<file path="config.mk">
export PLATFORM = sky130hd
export DESIGN_NAME = alu_op_sequencer
export DESIGN_NICKNAME = d
export VERILOG_FILES = /design/src/rtl/alu_op_sequencer.sv
export SDC_FILE = /design/constraint.sdc
export NUM_CORES = 1
export LEC_CHECK = 0
export CAP_MARGIN = 10
export CORE_MARGIN = 2
export CORE_UTILIZATION = 60
export DETAILED_ROUTE_END_ITERATION = 12
export DONT_BUFFER_PORTS = 1
export HOLD_SLACK_MARGIN = 0.05
export PLACE_DENSITY = 0.76
export SYNTH_ARGS = -nofsm -noshare
export SYNTH_HDL_FRONTEND = slang
export SYNTH_SLANG_ARGS = --single-unit
</file>
<file path="constraint.sdc">
create_clock -name clk -period 6.3 [get_ports clk]
set_input_delay 0.945 -clock clk [delete_from_list [all_inputs] [get_ports clk]]
set_output_delay 0.945 -clock clk [all_outputs]
set_load 0.005 [all_outputs]
</file>
<file path="src/rtl/alu_op_sequencer.sv">
// Command-side driver and checker for the W-bit ALU: registers operands onto the ALU,
// captures result/flags one cycle later, checks them and queues responses in a FIFO.
module alu_op_sequencer #(
    parameter int unsigned W     = 7,
    parameter int unsigned DEPTH = 4
) (
    input  logic         clk,
    input  logic         rst_n,
    input  logic         i_cmd_valid,
    output logic         o_cmd_ready,
    input  logic [W-1:0] i_cmd_a,
    input  logic [W-1:0] i_cmd_b,
    input  logic [1:0]   i_cmd_op,
    output logic [W-1:0] o_alu_a,
    output logic [W-1:0] o_alu_b,
    output logic [1:0]   o_alu_op,
    input  logic [W:0]   i_alu_res,
    input  logic         i_alu_carry,
    input  logic         i_alu_ovf,
    input  logic         i_alu_zero,
    output logic         o_rsp_valid,
    input  logic         i_rsp_ready,
    output logic [W:0]   o_rsp_data,
    output logic [3:0]   o_rsp_flags,
    output logic [3:0]   o_sticky_flags,
    input  logic         i_sticky_clr,
    output logic [7:0]   o_op_count
);
    localparam int unsigned RW = W + 1;
    localparam int unsigned AW = $clog2(DEPTH);
    localparam int unsigned CW = AW + 1;

    typedef enum logic {
        S_IDLE  = 1'b0,
        S_DRIVE = 1'b1
    } state_t;

    state_t        r_state;
    state_t        w_state_nxt;
    logic          w_cmd_ready;
    logic          w_accept;
    logic          w_capture;

    logic [W-1:0]  r_alu_a;
    logic [W-1:0]  r_alu_b;
    logic [1:0]    r_alu_op;

    logic [RW-1:0] w_a_ext;
    logic [RW-1:0] w_b_ext;
    logic [RW-1:0] w_exp;
    logic          w_exp_carry;
    logic          w_exp_ovf;
    logic          w_exp_zero;
    logic          w_err;
    logic [3:0]    w_flags;

    logic [RW-1:0] r_mem_data  [DEPTH];
    logic [3:0]    r_mem_flags [DEPTH];
    logic [AW-1:0] r_wr_ptr;
    logic [AW-1:0] r_rd_ptr;
    logic [CW-1:0] r_count;
    logic          w_push;
    logic          w_pop;

    logic [3:0]    r_sticky;
    logic [7:0]    r_op_count;

    // State register
    always_ff @(posedge clk or negedge rst_n) begin
        if (!rst_n) begin
            r_state <= S_IDLE;
        end else begin
            r_state <= w_state_nxt;
        end
    end

    // Next state and handshake; only one command in flight, so IDLE needs just one free slot
    always_comb begin
        w_state_nxt = r_state;
        w_cmd_ready = 1'b0;
        w_accept    = 1'b0;
        w_capture   = 1'b0;
        case (r_state)
            S_IDLE: begin
                w_cmd_ready = (r_count < CW'(DEPTH));
                w_accept    = i_cmd_valid & w_cmd_ready;
                if (w_accept) begin
                    w_state_nxt = S_DRIVE;
                end
            end
            default: begin
                w_capture   = 1'b1;
                w_state_nxt = S_IDLE;
            end
        endcase
    end

    // ALU stimulus registers, held while idle
    always_ff @(posedge clk or negedge rst_n) begin
        if (!rst_n) begin
            r_alu_a  <= '0;
            r_alu_b  <= '0;
            r_alu_op <= 2'b00;
        end else if (w_accept) begin
            r_alu_a  <= i_cmd_a;
            r_alu_b  <= i_cmd_b;
            r_alu_op <= i_cmd_op;
        end
    end

    // Reference model of the ALU on the currently driven operands
    always_comb begin
        w_a_ext     = RW'(r_alu_a);
        w_b_ext     = RW'(r_alu_b);
        w_exp       = '0;
        w_exp_carry = 1'b0;
        w_exp_ovf   = 1'b0;
        case (r_alu_op)
            2'b00: begin
                w_exp       = w_a_ext + w_b_ext;
                w_exp_carry = w_exp[W];
            end
            2'b01: begin
                w_exp     = w_a_ext + (~w_b_ext + RW'(1));
                w_exp_ovf = (r_alu_a[W-1] & ~r_alu_b[W-1] & ~w_exp[W-1]) |
                            (~r_alu_a[W-1] & r_alu_b[W-1] & w_exp[W-1]);
            end
            2'b10:   w_exp = w_a_ext & w_b_ext;
            default: w_exp = w_a_ext | w_b_ext;
        endcase
        w_exp_zero = (w_exp == '0);
        w_err      = (i_alu_res != w_exp) | (i_alu_carry != w_exp_carry) |
                     (i_alu_ovf != w_exp_ovf) | (i_alu_zero != w_exp_zero);
        w_flags    = {w_err, i_alu_carry, i_alu_ovf, i_alu_zero};
    end

    assign w_push = w_capture;
    assign w_pop  = o_rsp_valid & i_rsp_ready;

    // Response FIFO storage, show-ahead read at r_rd_ptr
    always_ff @(posedge clk or negedge rst_n) begin
        if (!rst_n) begin
            for (int i = 0; i < int'(DEPTH); i++) begin
                r_mem_data[i]  <= '0;
                r_mem_flags[i] <= '0;
            end
        end else if (w_push) begin
            r_mem_data[r_wr_ptr]  <= i_alu_res;
            r_mem_flags[r_wr_ptr] <= w_flags;
        end
    end

    // FIFO pointers and occupancy
    always_ff @(posedge clk or negedge rst_n) begin
        if (!rst_n) begin
            r_wr_ptr <= '0;
            r_rd_ptr <= '0;
            r_count  <= '0;
        end else begin
            if (w_push) begin
                r_wr_ptr <= r_wr_ptr + AW'(1);
            end
            if (w_pop) begin
                r_rd_ptr <= r_rd_ptr + AW'(1);
            end
            if (w_push && !w_pop) begin
                r_count <= r_count + CW'(1);
            end else if (!w_push && w_pop) begin
                r_count <= r_count - CW'(1);
            end
        end
    end

    // Sticky flags and operation counter; a capture overrides a coincident clear
    always_ff @(posedge clk or negedge rst_n) begin
        if (!rst_n) begin
            r_sticky   <= '0;
            r_op_count <= '0;
        end else begin
            if (w_capture) begin
                r_sticky   <= (i_sticky_clr ? 4'b0000 : r_sticky) | w_flags;
                r_op_count <= r_op_count + 8'd1;
            end else if (i_sticky_clr) begin
                r_sticky <= '0;
            end
        end
    end

    assign o_cmd_ready    = w_cmd_ready;
    assign o_alu_a        = r_alu_a;
    assign o_alu_b        = r_alu_b;
    assign o_alu_op       = r_alu_op;
    assign o_rsp_valid    = (r_count != '0);
    assign o_rsp_data     = r_mem_data[r_rd_ptr];
    assign o_rsp_flags    = r_mem_flags[r_rd_ptr];
    assign o_sticky_flags = r_sticky;
    assign o_op_count     = r_op_count;

endmodule

</file>
==> metrics.log, run 1 <==
INFO  metric status = finished clean
INFO  metric worstPathArrival = 3.31 ns
INFO  metric grt_start_max_net_pins = 85
INFO  metric synth-main-ff-cell = dfrtp_1
INFO  metric rows = 33
INFO  metric leakage = between 2 and 2.5 nW
INFO  metric cts_buffers = 9
INFO  metric place_worst_setup_slack = 3.26 ns
INFO  metric remaining_drc_errors = 0
INFO  metric number_of_standard_cells_in_the_layout_taps_in_and_fillers_out = 548
INFO  metric initial_antenna_violation_count = 0
INFO  metric drt-met1-wl = 4.65 mm
INFO  metric root_buffer = clkbuf_8
INFO  metric ant_nets = 0
INFO  metric ys_seq_elements = 84
INFO  metric nFillCells = 644
INFO  metric final.setup.worst_slack = 3.23 ns
INFO  metric final_cell_mix = dfrtp_1, nand2_1, mux2_2
INFO  metric routed_wl = about 10 mm
INFO  metric drt-initial-drc-count = 160
INFO  metric placeableCoreArea = 8090 um^2
INFO  metric number_of_setup_buffers_added_after_cts = 0
INFO  metric path_class = flop to flop
INFO  metric crit_start = o_alu_a[4]
INFO  metric crit_end = o_sticky_flags[3]
INFO  metric finalMaxSlewViolations = 0
INFO  metric worst_reg2reg_startpoint = o_alu_a[4]
INFO  metric mappedNetlistNets = around 520
INFO  metric gp_congestion = ~0.9
INFO  metric cp_data_required_time = 6.53 ns
INFO  metric floorplan.io_pins = 74
INFO  metric placedInstanceArea = 4950 um^2
INFO  metric vdd_ir_drop_max = a little over 0.3 mV
INFO  metric yosys.area.top_type = dfrtp_1
INFO  metric clock_insertion_delay_worst_skew = between 0.3 and 0.4 ns
INFO  metric synth_top_area_frac = 0.425
INFO  metric hold_viol = 0
INFO  metric synth.lib_cells_used.distinct = 65
INFO  metric post_synth.cell_area_avg = approximately 11 um^2
INFO  metric worst_hold_class = input pin to asynchronous set/reset pin
INFO  metric route.detailed.wl_per_inst = 19.0 um
INFO  metric post_cts.resized_instances = 0
INFO  metric grt_pass1_vias = ~3.3k
INFO  metric postSynthCellCount = 453
INFO  metric maxCapViolations = 0
INFO  metric ys_async_sr_fraction = 1.00
INFO  metric met3RoutedLength = 665 um
INFO  metric most_common_cell_after_layout_fill_and_taps_aside = dfrtp_1
INFO  metric synthTopCellsByArea = dfrtp_1, mux2_2, ha_1
INFO  metric final_core_density = 0.637
INFO  metric ys_warn_count = 0
INFO  metric wl_met2 = ~4.9 mm
INFO  metric crit-reg2reg-capture = o_sticky_flags[3]
INFO  metric r2r.worst_path.cells = 9
INFO  metric cts_sinks = 84
INFO  metric cts_tree = built
INFO  metric post-layout-total-power = ~2.9 mW
INFO  metric hold_buffers_post_cts = 0
INFO  metric flow.area_growth_from_synthesis = 4.22%
INFO  metric uppermost_routed_layer = met4
INFO  metric fp.dieArea = 8990 um^2
INFO  metric fin_nets = 501
INFO  metric cellPowerDensity = 571 nW/um^2
INFO  metric route.vias.total = 3388
INFO  metric maximum_fanout_along_the_worst_path = 14
INFO  metric cts-root-to-sink-buffers = 2
INFO  metric crit_path_end_kind = flop
INFO  metric clk_pin_slew = 0.10 ns
INFO  metric finalSetupViolCount = 0
INFO  metric htreeDepth = 3
INFO  metric finClkSkew = 0.0112 ns
INFO  metric hpwlAfterDp = between 7 and 8 mm
INFO  metric viasPerCell = roughly 6.2
INFO  metric critical_path.startpoint_type = flop
INFO  metric r2r_slack = 3.23 ns
INFO  metric chipHeight = 94.8 um
INFO  metric grt_first_pass_wirelength = 16.7 mm
INFO  metric finalCriticalPeriod = 3.07 ns
INFO  metric post_synth_edffs = 0
INFO  metric placedCellCount = roughly 530
INFO  metric fin_area = between 5000 and 6000 um^2
INFO  metric gr-total-overflow = 0
INFO  metric rsz0062_at_grt = false
INFO  metric holdWs = 0.273 ns
INFO  metric antennaDiodeCount = 0
INFO  metric syn_area = about 5000 um^2
INFO  metric io_buffer_count = 0
INFO  metric gr-usage-all-layers = 0.244
INFO  metric post_route_cells_drive_above_1_share = 0.187
INFO  metric fin_tns_setup = 0 ns
INFO  metric detailedRoute.firstPassIterationCount = 4
INFO  metric ys_seq_area_frac = 0.425
INFO  metric fmax = 325 MHz
INFO  metric initial_core_util = 0.611
INFO  metric final_worst_path_period_share = 0.488
INFO  metric transition_at_the_pin_with_the_smallest_max_transition_slack = 0.941 ns
INFO  metric fp.dieW = 94.8 um
INFO  metric slew-limit-headroom = 0.372
## cell families (layout without fill, tap and decap cells)
group                    count (synthesis)  after routing  synth area share
AO/OA/AOI/OAI                           91             91             0.130
flip-flops                              84             84             0.425
AND/OR/NAND/NOR                        115            115             0.121
multiplexers                            57             57             0.159
XOR/XNOR                                20             20            0.0354
adder cells (fa/ha/maj)                 31             31            0.0830
buffers and inverters                   55             45            0.0475
## registers in the layout, summed over array words and instances (netlist names)
signal,flops
r_mem_data,32
r_mem_flags,16
o_op_count,8
o_alu_a,7
o_alu_b,7
o_sticky_flags,4
r_count,3
o_alu_op,2
r_rd_ptr,2
r_wr_ptr,2
r_state,1
## worst max-delay path: stages (launching register included)
cell and delay [ns]:
dfrtp_1 0.42, inv_1 0.08, ha_1 0.54, nor3_1 0.13, a2111oi_2 0.42, xnor2_1 0.21
o221ai_1 0.22, or3b_2 0.50, o211ai_2 0.26, o221ai_1 0.16
## worst min path at each step
| stage | startpoint | endpoint | slack, ns | cells past startpoint |
|---|---|---|---|---|
| 6_report | rst_n | r_mem_flags[13] | 0.27 | 0 |
| 5_1_grt | rst_n | r_mem_flags[14] | 0.24 | 0 |
| 2_1_floorplan | r_mem_data[13] | r_mem_data[13] | 0.44 | 2 |
| 3_5_place_dp | r_mem_data[13] | r_mem_data[13] | 0.47 | 2 |
| 3_3_place_gp | r_mem_data[5] | r_mem_data[5] | 0.46 | 2 |
| 4_1_cts | rst_n | r_mem_data[11] | 0.26 | 0 |
## Yosys cell counts, types with 4 or more instances
cell type  number
xnor2_1        13
a211o_1         4
mux2_2         42
ha_1           28
buf_1           7
nor3_1         15
nand3_1         4
mux4_2         13
o211ai_1        5
nor3b_1         4
clkbuf_1        8
a21oi_1        17
o21ai_0        28
nand2_1        42
buf_2           8
a211oi_1        5
nor2_1         15
o21a_1          5
xor2_1          7
inv_1          28
dfrtp_1        84
and2_1          4
nand4_1         4
nor2b_1         5
## layout make-up
type,count,area [um^2],area share
multi-input cells,314,2610,0.506
flip-flops and latches,84,2100,0.408
clock inverters,7,80.1,0.0155
inverters,29,109,0.0211
clock buffers,9,124,0.0240
well taps,105,131,0.0255
## per-layer routing
| layer | vias up | track usage |
|---|---|---|
| met5 | - | 0 |
| li1 | 1582 | - |
| met1 | 1675 | 0.330 |
| met2 | 114 | 0.386 |
| met4 | 0 | 0.0688 |
| met3 | 17 | 0.0702 |
## report_power, final
| group | switching, mW | total, mW | internal, mW |
|---|---|---|---|
| registers | 0.281 | 1.07 | 0.784 |
| logic | 0.757 | 1.47 | 0.713 |
| clock network | 0.219 | 0.408 | 0.190 |
| total | 1.26 | 2.94 | 1.69 |
Power figures use the tool's default switching activity.
==> run 2, diff against run 1 <==
==> constraint.sdc (replaced) <==
create_clock -name clk -period 3.15 [get_ports clk]
set_input_delay 0.4725 -clock clk [delete_from_list [all_inputs] [get_ports clk]]
set_output_delay 0.4725 -clock clk [all_outputs]
set_load 0.005 [all_outputs]
==> run 2 against run 1 <==
Combinational power rose by 110%. Critical path depth rose by 1. Power rose by 100%. Fmax rose by 3.6%. Register-to-register slack got worse by 3.0 ns. Largest cell class unchanged. Highest routed layer unchanged.
==> metrics.log, run 2 (same netlist as run 1, synthesis figures left out) <==
INFO  metric status = finished clean
INFO  metric final_cell_mix = dfrtp_1, nand2_1, mux2_2
INFO  metric crit_start = o_alu_a[0]
INFO  metric remaining_drc_errors = 0 (unchanged)
INFO  metric hold_viol = 0 (unchanged)
INFO  metric gr-usage-all-layers = 0.246 (+0.00240)
INFO  metric max_flop_register = r_mem_data
INFO  metric fmax = 337 MHz (+3.6%)
INFO  metric rows = 33 (unchanged)
INFO  metric initial_core_util = 0.611 (unchanged)
INFO  metric crit_end = o_sticky_flags[3]
INFO  metric floorplan.io_pins = 74 (unchanged)
INFO  metric flow.area_growth_from_synthesis = 6.25%
INFO  metric finalMaxSlewViolations = 0 (unchanged)
INFO  metric final_worst_path_period_share = 0.942 (+0.454)
INFO  metric hold_start = i_cmd_b[3]
INFO  metric fin_nets = 508 (+1.4%)
INFO  metric finalSetupViolCount = 0 (unchanged)
INFO  metric hpwlAfterDp = 7.50 mm (+1.3%)
INFO  metric placedCellCount = 537 (+0.94%)
INFO  metric io_buffer_count = 0 (unchanged)
INFO  metric route.vias.total = 3415 (+0.80%)
INFO  metric chipHeight = 94.8 um (unchanged)
INFO  metric crit_path_end_kind = flop
INFO  metric routed_wl = 10.6 mm (+2.3%)
INFO  metric slew-limit-headroom = 0.374 (+0.00118)
INFO  metric critical_path.startpoint_type = flop
INFO  metric grt_start_max_net_pins = 85 (unchanged)
INFO  metric maxCapViolations = 0 (unchanged)
INFO  metric vdd_ir_drop_max = 0.630 mV (+100%)
INFO  metric fp.dieArea = 8990 um^2 (unchanged)
INFO  metric leakage = 2.20 nW (+1.7%)
INFO  metric grt_first_pass_wirelength = 16.9 mm (+0.95%)
INFO  metric gr-total-overflow = 0 (unchanged)
INFO  metric cts_buffers = 9 (unchanged)
INFO  metric fin_tns_setup = 0 ns (unchanged)
INFO  metric clock_insertion_delay_worst_skew = 0.36 ns (about the same)
INFO  metric route.detailed.wl_per_inst = 19.2 um (+1.0%)
INFO  metric grt_pass1_vias = 3464 (+5.0%)
INFO  metric r2r.worst_path.cells = 10 (+1)
INFO  metric placeableCoreArea = 8090 um^2 (unchanged)
INFO  metric worstPathArrival = 3.18 ns (-0.13 ns)
INFO  metric gp_congestion = 0.881 (-2.2%)
INFO  metric clk_pin_slew = 0.09 ns (about the same)
INFO  metric cts-root-to-sink-buffers = 2 (unchanged)
INFO  metric most_common_cell_after_layout_fill_and_taps_aside = dfrtp_1
INFO  metric initial_antenna_violation_count = 0 (unchanged)
INFO  metric final_core_density = 0.650 (+0.0124)
INFO  metric worst_reg2reg_startpoint = o_alu_a[0]
INFO  metric cellPowerDensity = 1140 nW/um^2 (+100%)
INFO  metric number_of_standard_cells_in_the_layout_taps_in_and_fillers_out = 555 (+1.3%)
INFO  metric cp_data_required_time = 3.37 ns (-3.16 ns)
INFO  metric crit-reg2reg-capture = o_sticky_flags[3]
INFO  metric path_class = flop to flop
INFO  metric cts_tree = built
INFO  metric root_buffer = clkbuf_8
INFO  metric fp.dieW = 94.8 um (unchanged)
INFO  metric maximum_fanout_along_the_worst_path = 5 (-9)
INFO  metric antennaDiodeCount = 0 (unchanged)
INFO  metric detailedRoute.firstPassIterationCount = 4 (unchanged)
INFO  metric drt-initial-drc-count = 200 (+25%)
INFO  metric largest_register_ffs = 32 (unchanged)
INFO  metric post-layout-total-power = 6.00 mW (+100%)
INFO  metric transition_at_the_pin_with_the_smallest_max_transition_slack = 0.939 ns (-0.00177 ns)
INFO  metric finalCriticalPeriod = 2.97 ns (-0.108 ns)
INFO  metric ant_nets = 0 (unchanged)
INFO  metric r2r_slack = 0.18 ns (-3.04 ns)
INFO  metric cts_sinks = 84 (unchanged)
INFO  metric post_route_cells_drive_above_1_share = 0.211 (+0.0238)
INFO  metric htreeDepth = 3 (unchanged)
INFO  metric finClkSkew = 0.00858 ns (-0.00267 ns)
INFO  metric holdWs = 0.226 ns (-0.0475 ns)
INFO  metric viasPerCell = 6.15 (-0.47%)
INFO  metric worst_hold_class = input pin to flop
## run 2: worst max-delay path, cell delays in order, from the launching register on
cell and delay, ns:
dfrtp_1 0.41, inv_1 0.10, ha_1 0.23, fa_1 0.41, o21bai_2 0.19, a2111oi_2 0.10
xnor2_1 0.26, o221ai_1 0.22, or3b_2 0.49, o211ai_2 0.24, o221ai_1 0.17
## run 2: what timing repair did
item / CTS / global route
hold buffers: 2 / 0
endpoints found under the hold margin: 84 / 0
gates resized for setup: 0 / 7
buffers inserted: 0 / 0
setup endpoints to repair: 0 / 5
## run 2: cell type report
class / count / area (um^2)
fillers: 680 / 2840
multi-input cells: 314 / 2640
flip-flops and latches: 84 / 2100
well taps: 105 / 131
clock buffers: 9 / 124
inverters: 29 / 109
clock inverters: 7 / 75.1
repair buffers: 7 / 75.1
## run 2: worst min path at each step
stage / endpoint / depth (start not counted)
floorplan: o_alu_a[0] / 0
global placement: r_mem_flags[14] / 0
detailed placement: r_mem_data[20] / 0
CTS: o_sticky_flags[2] / 1
global route: o_sticky_flags[2] / 1
finish: o_alu_b[3] / 2
## run 2: per-stage QoR
stage / worst slack, ns / area (um^2)
finish: 0.183 / 5260
global route: -0.00649 / 5260
CTS: 0.160 / 5230
detailed placement: 0.183 / 4990
global placement: 0.281 / 4990
floorplan: 0.505 / 4950
## run 2: power by group
group          switching, mW  internal, mW  total [mW]
clock                  0.417         0.370       0.788
combinational           1.59          1.52        3.11
sequential             0.532          1.57        2.10
total                   2.54          3.46        6.00
## run 2: layer usage
layer  wire length [um]  up-vias  part of all wire  GRT usage
met5                  0        -                 0          0
met4                143        0             0.013     0.0761
met3                527       14             0.050     0.0471
met2               5180       91              0.49      0.420
met1               4790     1709              0.45      0.319
li1                   -     1601                 -          -
